`config.mk`:
```
export PLATFORM = sky130hd
export DESIGN_NAME = cdm16_bus_arbiter
export DESIGN_NICKNAME = d
export VERILOG_FILES = /design/src/rtl/cdm16_bus_arbiter.sv
export SDC_FILE = /design/constraint.sdc
export NUM_CORES = 1
export LEC_CHECK = 0
export BUFFER_PORTS_ARGS = -buffer_cell sky130_fd_sc_hd__buf_2
export CAP_MARGIN = 15
export CORE_MARGIN = 3
export CORE_UTILIZATION = 43
export CTS_CLUSTER_DIAMETER = 60
export CTS_CLUSTER_SIZE = 20
export DETAILED_ROUTE_END_ITERATION = 10
export PLACE_DENSITY = 0.95
export SYNTH_ARGS = -nofsm -noshare
export SYNTH_HDL_FRONTEND = slang
export SYNTH_SLANG_ARGS = --single-unit
```
`constraint.sdc`:
```
create_clock -name input_clock -period 4.15 [get_ports input_clock]
set_input_delay 1.245 -clock input_clock [delete_from_list [all_inputs] [get_ports input_clock]]
set_output_delay 1.245 -clock input_clock [all_outputs]
set_load 0.02 [all_outputs]
```
`src/rtl/cdm16_bus_arbiter.sv`:
```
// Shares the cdm16 memory bus between the CPU (default owner) and two DMA masters.
// Holds the CPU, grants one DMA master round-robin with a bounded burst, then hands the bus back.
module cdm16_bus_arbiter #(
  parameter int HOLD_SETTLE = 1,
  parameter int MAX_BURST   = 8,
  parameter int CPU_MIN     = 2
) (
  input  logic        input_clock,
  input  logic        reset,
  input  logic        cpu_mem,
  input  logic        cpu_read,
  input  logic        cpu_word,
  input  logic        cpu_data,
  input  logic [15:0] cpu_address,
  input  logic [15:0] cpu_data_out,
  output logic [15:0] cpu_data_in,
  output logic        hold,
  input  logic        dma0_req,
  output logic        dma0_grant,
  input  logic        dma0_mem,
  input  logic        dma0_read,
  input  logic        dma0_word,
  input  logic [15:0] dma0_address,
  input  logic [15:0] dma0_data_out,
  input  logic        dma1_req,
  output logic        dma1_grant,
  input  logic        dma1_mem,
  input  logic        dma1_read,
  input  logic        dma1_word,
  input  logic [15:0] dma1_address,
  input  logic [15:0] dma1_data_out,
  output logic [15:0] dma_data_in,
  output logic        dma_misalign,
  output logic        mem_mem,
  output logic        mem_read,
  output logic        mem_word,
  output logic        mem_data,
  output logic [15:0] mem_address,
  output logic [15:0] mem_data_out,
  input  logic [15:0] mem_data_in,
  output logic [1:0]  owner
);

  typedef enum logic [1:0] {CPU_OWN, HOLD_REQ, DMA_OWN, RELEASE} state_t;

  localparam logic [7:0] SETTLE_LAST = 8'(HOLD_SETTLE - 1);
  localparam logic [7:0] BURST_LAST  = 8'(MAX_BURST - 1);
  localparam logic [7:0] CPUMIN_LOAD = 8'(CPU_MIN - 1);

  state_t      state_q, state_d;
  logic [7:0]  settle_q, settle_d;
  logic [7:0]  burst_q, burst_d;
  logic [7:0]  cpumin_q, cpumin_d;
  logic        ptr_q, ptr_d;
  logic        gnt_q, gnt_d;
  logic        misalign_q, misalign_d;

  logic        any_req, ptr_req, gnt_req;
  logic        sel_mem, sel_read, sel_word;
  logic [15:0] sel_addr, sel_dout;

  assign any_req  = dma0_req | dma1_req;
  assign ptr_req  = ptr_q ? dma1_req : dma0_req;
  assign gnt_req  = gnt_q ? dma1_req : dma0_req;
  assign sel_mem  = gnt_q ? dma1_mem : dma0_mem;
  assign sel_read = gnt_q ? dma1_read : dma0_read;
  assign sel_word = gnt_q ? dma1_word : dma0_word;
  assign sel_addr = gnt_q ? dma1_address : dma0_address;
  assign sel_dout = gnt_q ? dma1_data_out : dma0_data_out;

  always_ff @(posedge input_clock) begin
    if (reset) begin
      state_q    <= CPU_OWN;
      settle_q   <= 8'd0;
      burst_q    <= 8'd0;
      cpumin_q   <= 8'd0;
      ptr_q      <= 1'b0;
      gnt_q      <= 1'b0;
      misalign_q <= 1'b0;
    end else begin
      state_q    <= state_d;
      settle_q   <= settle_d;
      burst_q    <= burst_d;
      cpumin_q   <= cpumin_d;
      ptr_q      <= ptr_d;
      gnt_q      <= gnt_d;
      misalign_q <= misalign_d;
    end
  end

  always_comb begin
    state_d  = state_q;
    settle_d = settle_q;
    burst_d  = burst_q;
    cpumin_d = cpumin_q;
    ptr_d    = ptr_q;
    gnt_d    = gnt_q;
    case (state_q)
      CPU_OWN: begin
        if (cpumin_q != 8'd0) cpumin_d = cpumin_q - 8'd1;
        if (any_req && cpumin_q == 8'd0) begin
          state_d  = HOLD_REQ;
          settle_d = 8'd0;
        end
      end
      HOLD_REQ: begin
        if (!any_req) begin
          state_d = RELEASE;
        end else if (settle_q == SETTLE_LAST) begin
          state_d = DMA_OWN;
          burst_d = 8'd0;
          gnt_d   = ptr_req ? ptr_q : ~ptr_q;
        end else begin
          settle_d = settle_q + 8'd1;
        end
      end
      DMA_OWN: begin
        burst_d = burst_q + 8'd1;
        if (!gnt_req || burst_q == BURST_LAST) begin
          state_d = RELEASE;
          ptr_d   = ~gnt_q;
        end
      end
      default: begin
        state_d  = CPU_OWN;
        cpumin_d = CPUMIN_LOAD;
      end
    endcase
  end

  // Bus mux follows the registered state; turnaround states drive an idle bus.
  always_comb begin
    mem_mem      = 1'b0;
    mem_read     = 1'b0;
    mem_word     = 1'b0;
    mem_data     = 1'b0;
    mem_address  = 16'h0;
    mem_data_out = 16'h0;
    cpu_data_in  = 16'h0;
    dma_data_in  = 16'h0;
    owner        = 2'd3;
    misalign_d   = 1'b0;
    case (state_q)
      CPU_OWN: begin
        mem_mem      = cpu_mem;
        mem_read     = cpu_read;
        mem_word     = cpu_word;
        mem_data     = cpu_data;
        mem_address  = cpu_address;
        mem_data_out = cpu_data_out;
        cpu_data_in  = mem_data_in;
        owner        = 2'd0;
      end
      DMA_OWN: begin
        mem_mem      = sel_mem;
        mem_read     = sel_read;
        mem_word     = sel_word & ~sel_addr[0];
        mem_address  = sel_addr;
        mem_data_out = sel_dout;
        dma_data_in  = mem_data_in;
        owner        = gnt_q ? 2'd2 : 2'd1;
        misalign_d   = sel_mem & sel_word & sel_addr[0];
      end
      default: ;
    endcase
  end

  assign hold         = (state_q != CPU_OWN);
  assign dma0_grant   = (state_q == DMA_OWN) && !gnt_q;
  assign dma1_grant   = (state_q == DMA_OWN) && gnt_q;
  assign dma_misalign = misalign_q;

endmodule

```
Word-level counts from Yosys, hierarchy flattened
Index checks and enable logic that the tools add are counted.

Add/sub/neg operators: 3. Eq/ne operators: 10. Muxes and demuxes: 32. Bitwise operators: 9. Reductions and logical operators: 21.

Operators with widths (count): $mux W16 (4); $pmux W16 S2 (2); $mux W8 (6); $pmux W8 S2 (3); $add A8 B1 Y8 const B (2); $logic_not A8 Y1 (2); $ne A2 B2 Y1 const B (6); $mux W2 (5); $reduce_and A3 Y1 (3); $eq A8 B3 Y1 const B (1); $reduce_bool A8 Y1 (1); $sub A8 B1 Y8 const B (1); $mux W1 (7); $pmux W1 S2 (3); $pmux W2 S3 (1); $reduce_bool A2 Y1 (3); $not A1 Y1 (5); $pmux W2 S2 (1); $reduce_and A2 Y1 (2); $reduce_and A4 Y1 (1); $reduce_or A2 Y1 (2); $and A1 B1 Y1 (3); $logic_and A1 B1 Y1 (3); $ne A3 B3 Y1 const B (1); other kinds (6) (7).

Flip-flop bits (word level): 29. Output and inout bits: 74.

Longest topological paths before layout
Gate-level depths: netlist (run 1).

Depth after elaboration: 5. Gate-level depth with buffers: 8. Gate-level depth less buffers: 7.

Worst setup path before layout (run 1)
Ideal clock, no wire load.

Kind: input-to-output. From: input dma0_address[0]. To: output mem_word. Data arrival time: 1872 ps. Required time: 2905 ps. Slack: 1033 ps. Cell stages on the path: 3. Cell sequence: nor2_1 -> a32oi_1 -> o21ai_0.

Longest elaborated chain between the ends: 4.

Ends and longest elaborated chain: from (decl) (RTL line 23) `input logic [15:0] dma0_address,`; $mux W16 (RTL line 68) `assign sel_addr = gnt_q ? dma1_address : dma0_address;`; $not A1 Y1 (RTL line 157) `mem_word = sel_word & ~sel_addr[0];`; $and A1 B1 Y1 (RTL line 157); $pmux W1 S2 (RTL line 143) `case (state_q)`; to (decl) (RTL line 36) `output logic mem_word,`.

No other way between the ends.

Final worst setup path (run 1)
Same ends and word-level chain as after synthesis.

==> summary.md, run 1 <==
| Metric | Value |
|---|---|
| Number of gates given a new drive strength after cts | 0 |
| Clock transition at the register clock pins on the worst setup and hold paths after CTS | ~0.06 ns |
| Final WL | 9850 um |
| Detailed Route Iter0 Violations | ~160 |
| Reg2reg path depth | 7 |
| Starting Density | 0.450 |
| Total I/O pin count | 200 |
| Hold/Removal Path Class | reg -> reg |
| Startpoint kind of the worst setup timing path | input pin |
| Leakage | approximately 1.8 nW |
| Global-route wire length before repair | 14900 um |
| Worst slack after detailed placement | roughly 0.79 ns |
| Total number of vias | between 3000 and 4000 |
| Largest voltage drop on the vdd net | ~400 uV |
| Gr usage total | 0.289 |
| Diode count | 0 |
| Cells on Worst Hold Path | 2 |
| Layout Cells excl Fill | between 500 and 600 |
| Required @ worst endpoint | 2.90 ns |
| Num CTS Buffers | 5 |
| Clock root buffer master | clkbuf_8 |
| Total half-perimeter wirelength after legalization and detailed placement | about 8000 um |
| RSZ-0062 raised after global routing | no |
| Synthesized area per cell | 7.51 sq um |
| Max Cap Viol | 0 |
| Largest net degree at the start of global routing | ~50 |
| Clock latency of the later-clocked register in the worst-skew pair | around 0.29 ns |
| DRC viols | 0 |
| Final worst path period need | about 3.4 ns |
| Category of the critical setup timing path | in -> out |
| Syn-to-layout area delta | 45.3% |
| Final global-route overflow total | 0 |
| Capturing element type of the critical path | output port |
| Hold violation total from the final report | 0 |
| Core area | about 5600 sq um |
| Die Wd | between 80 and 90 um |
| Number of antenna violations at the first check in global routing | 0 |
| Worst endpoint data arrival time | roughly 2.2 ns |
| Maximum fanout along the worst path | 3 |
| Max Clk Rate | just under 0.3 GHz |
| Worst clock skew | about 0.0065 ns |
| Via density per instance | between 5 and 6 |
| Setup-failing EPs final | 0 |
| Clock tree from TritonCTS | built |
| Setup total negative slack | 0 ns |
| Share of post-route cells with drive strength above 1 | 0.428 |
| Setup ws final | approximately 0.75 ns |
| WL/cell | 16.5 um |
| Fillers | 481 |
| Number of flops mapped to enable cells by yosys | 0 |
| Placer's final routability congestion estimate | slightly above 0.9 |
| Post-CTS setup buffer count | 0 |
| Syn Inst Count | about 330 |
| Worst Max-Slew Pin Slew | 0.898 ns |
| H-tree lvl count | 2 |
| Portion of the post-synthesis area used by sequential elements | 0.232 |
| Power density over cell area | 627 nW/um^2 |
| Share of the cycle needed by the critical path after routing | 0.818 |
| Net count of the finished layout | about 660 |
| Number of optimization iterations in the first detailed-route pass | 5 |
| R2r setup slk | roughly 1.4 ns |
| DIE HEIGHT | just over 80 um |
| Yosys cell types | 49 |
| Final worst hold slack | between 0.5 and 0.6 ns |
| Cells after DPL | 592 |
| Hold-fix buffers, CTS | 0 |
| Outcome | completed |
| Fraction of registers with async set or reset after synthesis | 0 |
| ANT nets after route | 0 |
| Cell area after technology mapping | approximately 2500 sq um |
| Reg area | roughly 580 sq um |
| Primary flip-flop cell chosen by synthesis mapping | dfxtp_1 |
| Area of the multi-input gates | between 1500 and 2000 sq um |
| Final-report max-slew violation count | 0 |
| Seq cells post-synth | 29 |
| I/O Buffers | about 200 |
| Worst slew margin relative to its limit | 0.394 |
| Synth Net Count | approximately 470 |
| Die area | 6780 sq um |
| Sink Count | 29 |
| Maximum root-to-sink buffer count | 2 |
| Via count of the first global-routing pass | between 3000 and 4000 |
| Count of standard-cell rows | 27 |
| Synthesis Warnings | 0 |
[state kept, by name, indices dropped and copies added, names as in the netlist]
signal        cells
settle_q          8
cpumin_q          8
gnt_q             1
dma_misalign      1
state_q           2
burst_q           8
ptr_q             1
[per-stage QoR]
stage	total power, mW	instance area (sq um)	util
6_report	2.28	3640	0.654
4_1_cts	2.28	3640	0.654
3_5_place_dp	2.06	3570	0.640
3_3_place_gp	2.01	3570	0.640
2_1_floorplan	1.51	2510	-
5_1_grt	2.45	3640	0.654
[layout by cell type, fill, tap and decap left out, types with 2 or more instances in the layout]
cell type,netlist,routed
nor2_1,38,38
a41oi_1,2,2
nor2b_1,2,2
a211oi_1,2,2
mux2i_1,36,36
buf_4,0,6
nand2_1,40,40
buf_2,1,199
and2_1,34,34
or3_1,2,2
o21bai_1,2,2
o211ai_1,3,3
clkbuf_8,0,5
nor3_1,6,6
nand4_1,2,2
inv_1,10,10
dfxtp_1,29,28
xor2_1,9,9
nand3_1,8,8
o31ai_1,2,2
a21oi_1,8,8
o21ai_0,39,39
xnor2_1,7,7
ha_1,9,8
[critical path, cell delays in order]
cell and delay (ns):
buf_2 0.11, nor2_1 0.09, a32oi_1 0.07, o21ai_0 0.39, buf_2 0.25
[kinds of logic after synthesis]
| group | count (synthesis) | share of synthesized area |
|---|---|---|
| and+or+nand+nor | 145 | 0.299 |
| AOI/OAI and AO/OA | 69 | 0.176 |
| muxes | 37 | 0.148 |
| buffers and inverters | 29 | 0.0439 |
| DFF | 29 | 0.232 |
| xor gates and xnor gates | 16 | 0.0559 |
| adders and majority gates | 9 | 0.0449 |
[synthesized netlist by cell type, types with 2 or more instances]
master	n	area [sq um]
o21ai_0	39	195
xnor2_1	7	61.3
a211oi_1	2	15.0
inv_1	10	37.5
and2_1	34	213
nor3_1	6	30.0
o211ai_1	3	22.5
nand3_1	8	40.0
a41oi_1	2	17.5
or3_1	2	12.5
a21oi_1	8	40.0
nand2_1	40	150
mux2i_1	36	360
buf_1	3	11.3
o21bai_1	2	15.0
ha_1	9	113
nor2_1	38	143
o31ai_1	2	15.0
xor2_1	9	78.8
dfxtp_1	29	581
clkbuf_1	15	56.3
nor2b_1	2	12.5
nand4_1	2	12.5
[layout make-up]
type	instances	area share
clock buffer	5	0.0189
clock inverter	1	0.00137
inverter	10	0.0103
multi-input combinational	276	0.499
sequential	29	0.160
tap	72	0.0247
timing repair buffer	205	0.286
[worst paths after layout]
kind	from	end
hold / removal	burst_q[1]	burst_q[1]
hold reg to reg	burst_q[1]	burst_q[1]
setup / recovery	dma0_address[0]	mem_word
setup reg to reg	state_q[0]	settle_q[7]
[per-layer routing]
| metal | track usage | share of wire |
|---|---|---|
| met2 | 0.502 | 0.47 |
| met5 | 0 | 0 |
| met3 | 0.0586 | 0.088 |
| met4 | 0.0698 | 0.017 |
| met1 | 0.364 | 0.42 |
[report_power, final]
part,internal [mW],switching [mW],total [mW]
Sequential,0.329,0.0670,0.396
Combinational,0.591,1.08,1.67
Clock,0.110,0.107,0.217
Power figures use the tool's default switching activity.
==> run 2, diff against run 1 <==
- CORE_UTILIZATION: 43 -> 40
- PLACE_DENSITY: 0.95 -> 0.93
- clock period: 4.15 -> 3.5 ns (I/O delays scaled with it)
==> run 2 against run 1 <==
Compared with the run above: die area rose by 7.0%; critical path depth unchanged; non-clock buffer count unchanged; largest cell class unchanged; global-route usage decreased by 3.4 points.
==> summary.md, run 2 (synthesis gave the netlist of run 1 again) <==
| Metric | Value |
|---|---|
| Hold-fix buffers, CTS | 0 (unchanged) |
| Setup-failing EPs final | 0 (unchanged) |
| Total I/O pin count | 200 (unchanged) |
| Die area | 7250 sq um (was 6780 sq um) |
| Final worst path period need | between 3 and 4 ns |
| Largest voltage drop on the vdd net | 357 uV (was 401 uV) |
| Number of antenna violations at the first check in global routing | 3 (was 0) |
| Layout Cells excl Fill | 606 (was 598) |
| Maximum root-to-sink buffer count | 2 (unchanged) |
| Worst endpoint data arrival time | 2.10 ns (was 2.15 ns) |
| I/O Buffers | 199 (unchanged) |
| Commonest non-fill, non-tap cells in the layout | buf_2, nand2_1, o21ai_0 (unchanged) |
| Power density over cell area | 742 nW/um^2 (was 627 nW/um^2) |
| Count of standard-cell rows | 28 (was 27) |
| Largest net degree at the start of global routing | 31 (was 49) |
| Syn-to-layout area delta | 47.4% (was 45.3%) |
| Max Clk Rate | approximately 0.32 GHz |
| R2r setup slk | 1.01 ns (was 1.38 ns) |
| Leakage | 1.84 nW (was 1.82 nW) |
| Detailed Route Iter0 Violations | 187 (was 161) |
| Clock transition at the register clock pins on the worst setup and hold paths after CTS | 0.06 ns (about the same) |
| Required @ worst endpoint | 2.45 ns (was 2.90 ns) |
| Hold violation total from the final report | 0 (unchanged) |
| End point of the most critical hold path | cpumin_q[0] (was burst_q[1]) |
| Die Wd | 85.2 um (was 82.4 um) |
| Start point of the worst hold path | cpumin_q[0] (was burst_q[1]) |
| Startpoint kind of the worst setup timing path | flop (was input pin) |
| Clock tree from TritonCTS | built (unchanged) |
| Sink Count | 29 (unchanged) |
| H-tree lvl count | 2 (unchanged) |
| Largest registers ranked by flip-flop count | burst_q x8, cpumin_q x8, settle_q x8 (unchanged) |
| Hold/Removal Path Class | reg -> reg (unchanged) |
| Maximum fanout along the worst path | 25 (was 3) |
| Share of post-route cells with drive strength above 1 | 0.430 (was 0.428) |
| Setup total negative slack | 0 ns (unchanged) |
| Number of optimization iterations in the first detailed-route pass | 4 (was 5) |
| Post-CTS setup buffer count | 0 (unchanged) |
| Via count of the first global-routing pass | 3088 (was 3041) |
| DIE HEIGHT | 85.2 um (was 82.4 um) |
| Worst clock skew | 0.00668 ns (was 0.00653 ns) |
| Share of the cycle needed by the critical path after routing | 0.901 |
| Total half-perimeter wirelength after legalization and detailed placement | 8110 um (was 8190 um) |
| Capturing element type of the critical path | output port (unchanged) |
| Clock latency of the later-clocked register in the worst-skew pair | 0.28 ns (was 0.29 ns) |
| Outcome | completed (unchanged) |
| Total number of vias | 3170 (was 3185) |
| Gr usage total | 0.256 (was 0.289) |
| Worst Max-Slew Pin Slew | 0.694 ns (was 0.898 ns) |
| Placer's final routability congestion estimate | 0.867 (was 0.921) |
| Worst slew margin relative to its limit | 0.537 (was 0.394) |
| Final WL | 9670 um (was 9850 um) |
| Clock root buffer master | clkbuf_8 (unchanged) |
| WL/cell | 16.0 um (was 16.5 um) |
| Global-route wire length before repair | 14700 um (was 14900 um) |
| ANT nets after route | 0 (unchanged) |
| Reg2reg path depth | 7 (unchanged) |
| Final-report max-slew violation count | 0 (unchanged) |
| Final global-route overflow total | 0 (unchanged) |
| RSZ-0062 raised after global routing | no (unchanged) |
| Commonest non-fill, non-tap cell in the layout | buf_2 (unchanged) |
| Cells after DPL | 595 (was 592) |
| Core area | 5990 sq um (was 5570 sq um) |
| R2r endpoint | settle_q[7] (unchanged) |
| Net count of the finished layout | 662 (unchanged) |
| Fillers | 541 (was 481) |
| Num CTS Buffers | 5 (unchanged) |
| Cells on Worst Hold Path | 1 (was 2) |
| DRC viols | 0 (unchanged) |
| Starting Density | 0.419 (was 0.450) |
| Category of the critical setup timing path | reg -> out (was in -> out) |
| Number of gates given a new drive strength after cts | 0 (unchanged) |
| Worst reg2reg startpoint | state_q[0] (unchanged) |
| Via density per instance | 5.23 (was 5.33) |
| Max Cap Viol | 0 (unchanged) |
run 2: cell types whose count changed in the layout (fill, tap and decap cells not counted):
| cell | previous run | this run |
|---|---|---|
| buf_12 | 0 | 1 |
| buf_4 | 6 | 5 |
| diode_2 | 0 | 3 |
| clkbuf_8 | 5 | 7 |
run 2: layout make-up:
type | count | area [sq um] | share of cell area
inverter | 10 | 37.5 | 0.0102
clock buffer | 7 | 96.3 | 0.0261
timing repair buffer | 205 | 1050 | 0.285
clock inverter | 1 | 5.00 | 0.00135
tap | 75 | 93.8 | 0.0254
sequential | 29 | 582 | 0.157
multi-input combinational | 276 | 1820 | 0.492
antenna | 3 | 7.51 | 0.00203
run 2: where the power goes:
group,switching [mW],leakage [nW],internal (mW)
Combinational,1.27,1.55,0.703
Sequential,0.0709,0.236,0.390
Clock,0.128,0.0543,0.177
run 2: worst max-delay path by stage:
stage | from | slack, ns | to | cells after the start
final | state_q[0] | 0.35 | mem_data_out[2] | 5
after global placement | dma1_data_out[8] | 0.63 | mem_data_out[8] | 4
after detailed placement | dma0_data_out[2] | 0.60 | mem_data_out[2] | 4
after CTS | state_q[0] | 0.37 | mem_data_out[13] | 6
after global routing | state_q[0] | 0.22 | mem_data_out[12] | 6
after floorplan | dma0_address[0] | 0.77 | mem_word | 3
run 2: per-layer routing:
metal / up-vias / share of wire / global-route usage
met5: - / 0 / 0
met4: 0 / 0.017 / 0.0892
met3: 12 / 0.082 / 0.0544
met2: 175 / 0.49 / 0.441
met1: 1434 / 0.41 / 0.313
li1: 1549 / - / -
run 2: critical path, cell delays in order, from the launching register on:
cell     delay, ns
dfxtp_1       0.37
inv_1         0.09
ha_1          0.21
inv_1         0.51
o21ai_0       0.38
buf_2         0.26
run 2: stage by stage:
step / hold WS (ns) / power (mW) / utilization / area [sq um] / worst slack [ns]
after floorplan: 0.471 / 1.79 / - / 2510 / 0.773
after global placement: 0.490 / 2.37 / 0.599 / 3590 / 0.625
after detailed placement: 0.500 / 2.43 / 0.599 / 3590 / 0.600
after CTS: 0.511 / 2.75 / 0.615 / 3690 / 0.367
after global routing: 0.528 / 2.94 / 0.617 / 3690 / 0.220
final: 0.508 / 2.74 / 0.617 / 3690 / 0.346
==> run 3, diff against run 2 <==
- CORE_MARGIN: 3 -> 2
==> run 3 against run 2 <==
Compared with the run above: via count grew 0.57%; maximum frequency grew 0.83%; worst setup slack gained 0.026 ns; design area shrank 1.1%; critical endpoint is now mem_data_out[3]; largest cell class unchanged.
==> summary.md, run 3 (synthesis gave the netlist of run 1 again) <==
| Metric | Value |
|---|---|
| Global-route wire length before repair | 15000 um (was 14700 um) |
| RSZ-0062 raised after global routing | no (unchanged) |
| Cell Int Power | 1.23 mW (was 1.27 mW) |
| Final-report max-slew violation count | 0 (unchanged) |
| Commonest non-fill, non-tap cell in the layout | buf_2 (unchanged) |
| Outcome | completed (unchanged) |
| Syn-to-layout area delta | 45.7% (was 47.4%) |
| Clock latency of the later-clocked register in the worst-skew pair | 0.28 ns (about the same) |
| Number of antenna violations at the first check in global routing | 0 (was 3) |
| Final WL | 9470 um (was 9670 um) |
| Layout Cells excl Fill | 603 (was 606) |
| H-tree lvl count | 2 (unchanged) |
| Largest net degree at the start of global routing | 33 (was 31) |
| Number of gates given a new drive strength after cts | 0 (unchanged) |
| Sink Count | 29 (unchanged) |
| Clock transition at the register clock pins on the worst setup and hold paths after CTS | 0.06 ns (about the same) |
| Setup ws final | 0.373 ns (was 0.346 ns) |
| Number of optimization iterations in the first detailed-route pass | 5 (was 4) |
| Cell chain of the critical path | inv_1, ha_2, buf_4, nand2_1, o21ai_0, buf_2 (was inv_1, ha_1, inv_1, o21ai_0, buf_2) |
| Core area | 5990 sq um (unchanged) |
| Worst endpoint data arrival time | 2.08 ns (was 2.10 ns) |
| Register share of total power | 0.170 (was 0.168) |
| Leakage | 1.82 nW (was 1.84 nW) |
| Worst slew margin relative to its limit | 0.621 (was 0.537) |
| Largest registers ranked by flip-flop count | burst_q x8, cpumin_q x8, settle_q x8 (unchanged) |
| Master of the slowest instance on the critical path | ha_2 (was inv_1) |
| Net count of the finished layout | 662 (unchanged) |
| Part of the power in combinational logic | 0.734 (was 0.721) |
| Hold-fix buffers, CTS | 0 (unchanged) |
| Diode count | 0 (was 3) |
| Clock root buffer master | clkbuf_8 (unchanged) |
| WL met1 | 4140 um (was 3950 um) |
| Detailed Route Iter0 Violations | 210 (was 187) |
| Total number of vias | 3188 (was 3170) |
| Die Wd | 83.2 um (was 85.2 um) |
| Num CTS Buffers | 5 (unchanged) |
| Worst Max-Slew Pin Slew | 0.566 ns (was 0.694 ns) |
| Required @ worst endpoint | 2.45 ns (about the same) |
| Worst path buffer plus inverter count | 3 (unchanged) |
| Power density over cell area | 742 nW/um^2 (about the same) |
| Category of the critical setup timing path | reg -> out (unchanged) |
| Final worst path period need | 3.13 ns (was 3.15 ns) |
| Switching power total | 1.48 mW (was 1.47 mW) |
| Placer's final routability congestion estimate | 0.873 (was 0.867) |
| Share of post-route cells with drive strength above 1 | 0.424 (was 0.430) |
| Worst clock skew | 0.00671 ns (was 0.00668 ns) |
| Worst slack after detailed placement | 0.467 ns (was 0.600 ns) |
| Capturing element type of the critical path | output port (unchanged) |
| Max Cap Viol | 0 (unchanged) |
| Post-CTS setup buffer count | 0 (unchanged) |
| Starting Density | 0.419 (unchanged) |
| Maximum fanout along the worst path | 32 (was 25) |
| I/O Buffers | 199 (unchanged) |
| Startpoint kind of the worst setup timing path | flop (unchanged) |
| Final global-route overflow total | 0 (unchanged) |
| Met2 WL | 4390 um (was 4760 um) |
| Hold/Removal Path Class | reg -> reg (unchanged) |
| WL met3 | 852 um (was 791 um) |
| Total half-perimeter wirelength after legalization and detailed placement | 7750 um (was 8110 um) |
| Share of the cycle needed by the critical path after routing | 0.894 (was 0.901) |
| Cells after DPL | 595 (unchanged) |
| Maximum root-to-sink buffer count | 2 (unchanged) |
| WL/cell | 15.7 um (was 16.0 um) |
| Fillers | 540 (was 541) |
| Die area | 6920 sq um (was 7250 sq um) |
| Commonest non-fill, non-tap cells in the layout | buf_2, nand2_1, o21ai_0 (unchanged) |
| Hold violation total from the final report | 0 (unchanged) |
| Via density per instance | 5.29 (was 5.23) |
| Largest voltage drop on the vdd net | 504 uV (was 357 uV) |
| Max Clk Rate | 0.320 GHz (was 0.317 GHz) |
| Gr usage total | 0.267 (was 0.256) |
| Setup-failing EPs final | 0 (unchanged) |
| Highest routing layer actually used | met4 (unchanged) |
| DRC viols | 0 (unchanged) |
| Via count of the first global-routing pass | 3049 (was 3088) |
| R2r setup slk | 0.99 ns (was 1.01 ns) |
| Clock tree from TritonCTS | built (unchanged) |
| Count of standard-cell rows | 28 (unchanged) |
| Setup total negative slack | 0 ns (unchanged) |
| ANT nets after route | 0 (unchanged) |
| Net switching share of the total power | 0.545 (was 0.537) |
| Clock Power Share | 0.096 (was 0.111) |
| Largest delay contributor family on the critical path | buffers and inverters (unchanged) |
| Worst path max stage delay | 0.53 ns (was 0.51 ns) |
| Total I/O pin count | 200 (unchanged) |
| DIE HEIGHT | 83.2 um (was 85.2 um) |
==> run 3: per-stage QoR <==
| step | util | hold WS (ns) | total power [mW] | instance area (sq um) |
|---|---|---|---|---|
| floorplan | - | 0.471 | 1.79 | 2510 |
| global placement | 0.596 | 0.489 | 2.39 | 3570 |
| detailed placement | 0.596 | 0.510 | 2.44 | 3570 |
| CTS | 0.610 | 0.520 | 2.71 | 3650 |
| global route | 0.610 | 0.541 | 2.90 | 3650 |
| finish | 0.610 | 0.522 | 2.71 | 3650 |
==> run 3: path summary, 6_finish.rpt <==
| check | endpoint | depth (start not counted) | start |
|---|---|---|---|
| worst max-delay path | mem_data_out[3] | 6 | state_q[0] |
| worst min-delay path | cpumin_q[1] | 2 | cpumin_q[1] |
| worst max register to register | settle_q[7] | 7 | state_q[0] |
| worst min register to register | cpumin_q[1] | 2 | cpumin_q[1] |
==> run 3: per-layer routing <==
metal	global-route usage	vias up
li1	-	1546
met1	0.361	1456
met2	0.438	174
met3	0.0517	12
met4	0.0626	0
met5	0	-
==> run 3: worst min-delay path, stage by stage, from the launching register on <==
cell and delay, ns:
dfxtp_1 0.32, nor2_1 0.10, a211oi_1 0.05
==> run 3: power by group through the flow <==
stage	logic (mW)	clock network (mW)	registers, mW
2_1_floorplan	1.35	0	0.441
3_3_place_gp	1.93	0	0.461
3_5_place_dp	1.97	0	0.467
4_1_cts	1.98	0.268	0.462
5_1_grt	2.14	0.281	0.474
6_report	1.99	0.259	0.462
==> run 3: final cells by class <==
class	count	area, sq um	share of cell area
inverter	10	37.5	0.0103
tap	75	93.8	0.0257
clock buffer	8	80.1	0.0219
sequential	29	582	0.159
multi-input combinational	276	1820	0.498
timing repair buffer	205	1040	0.285
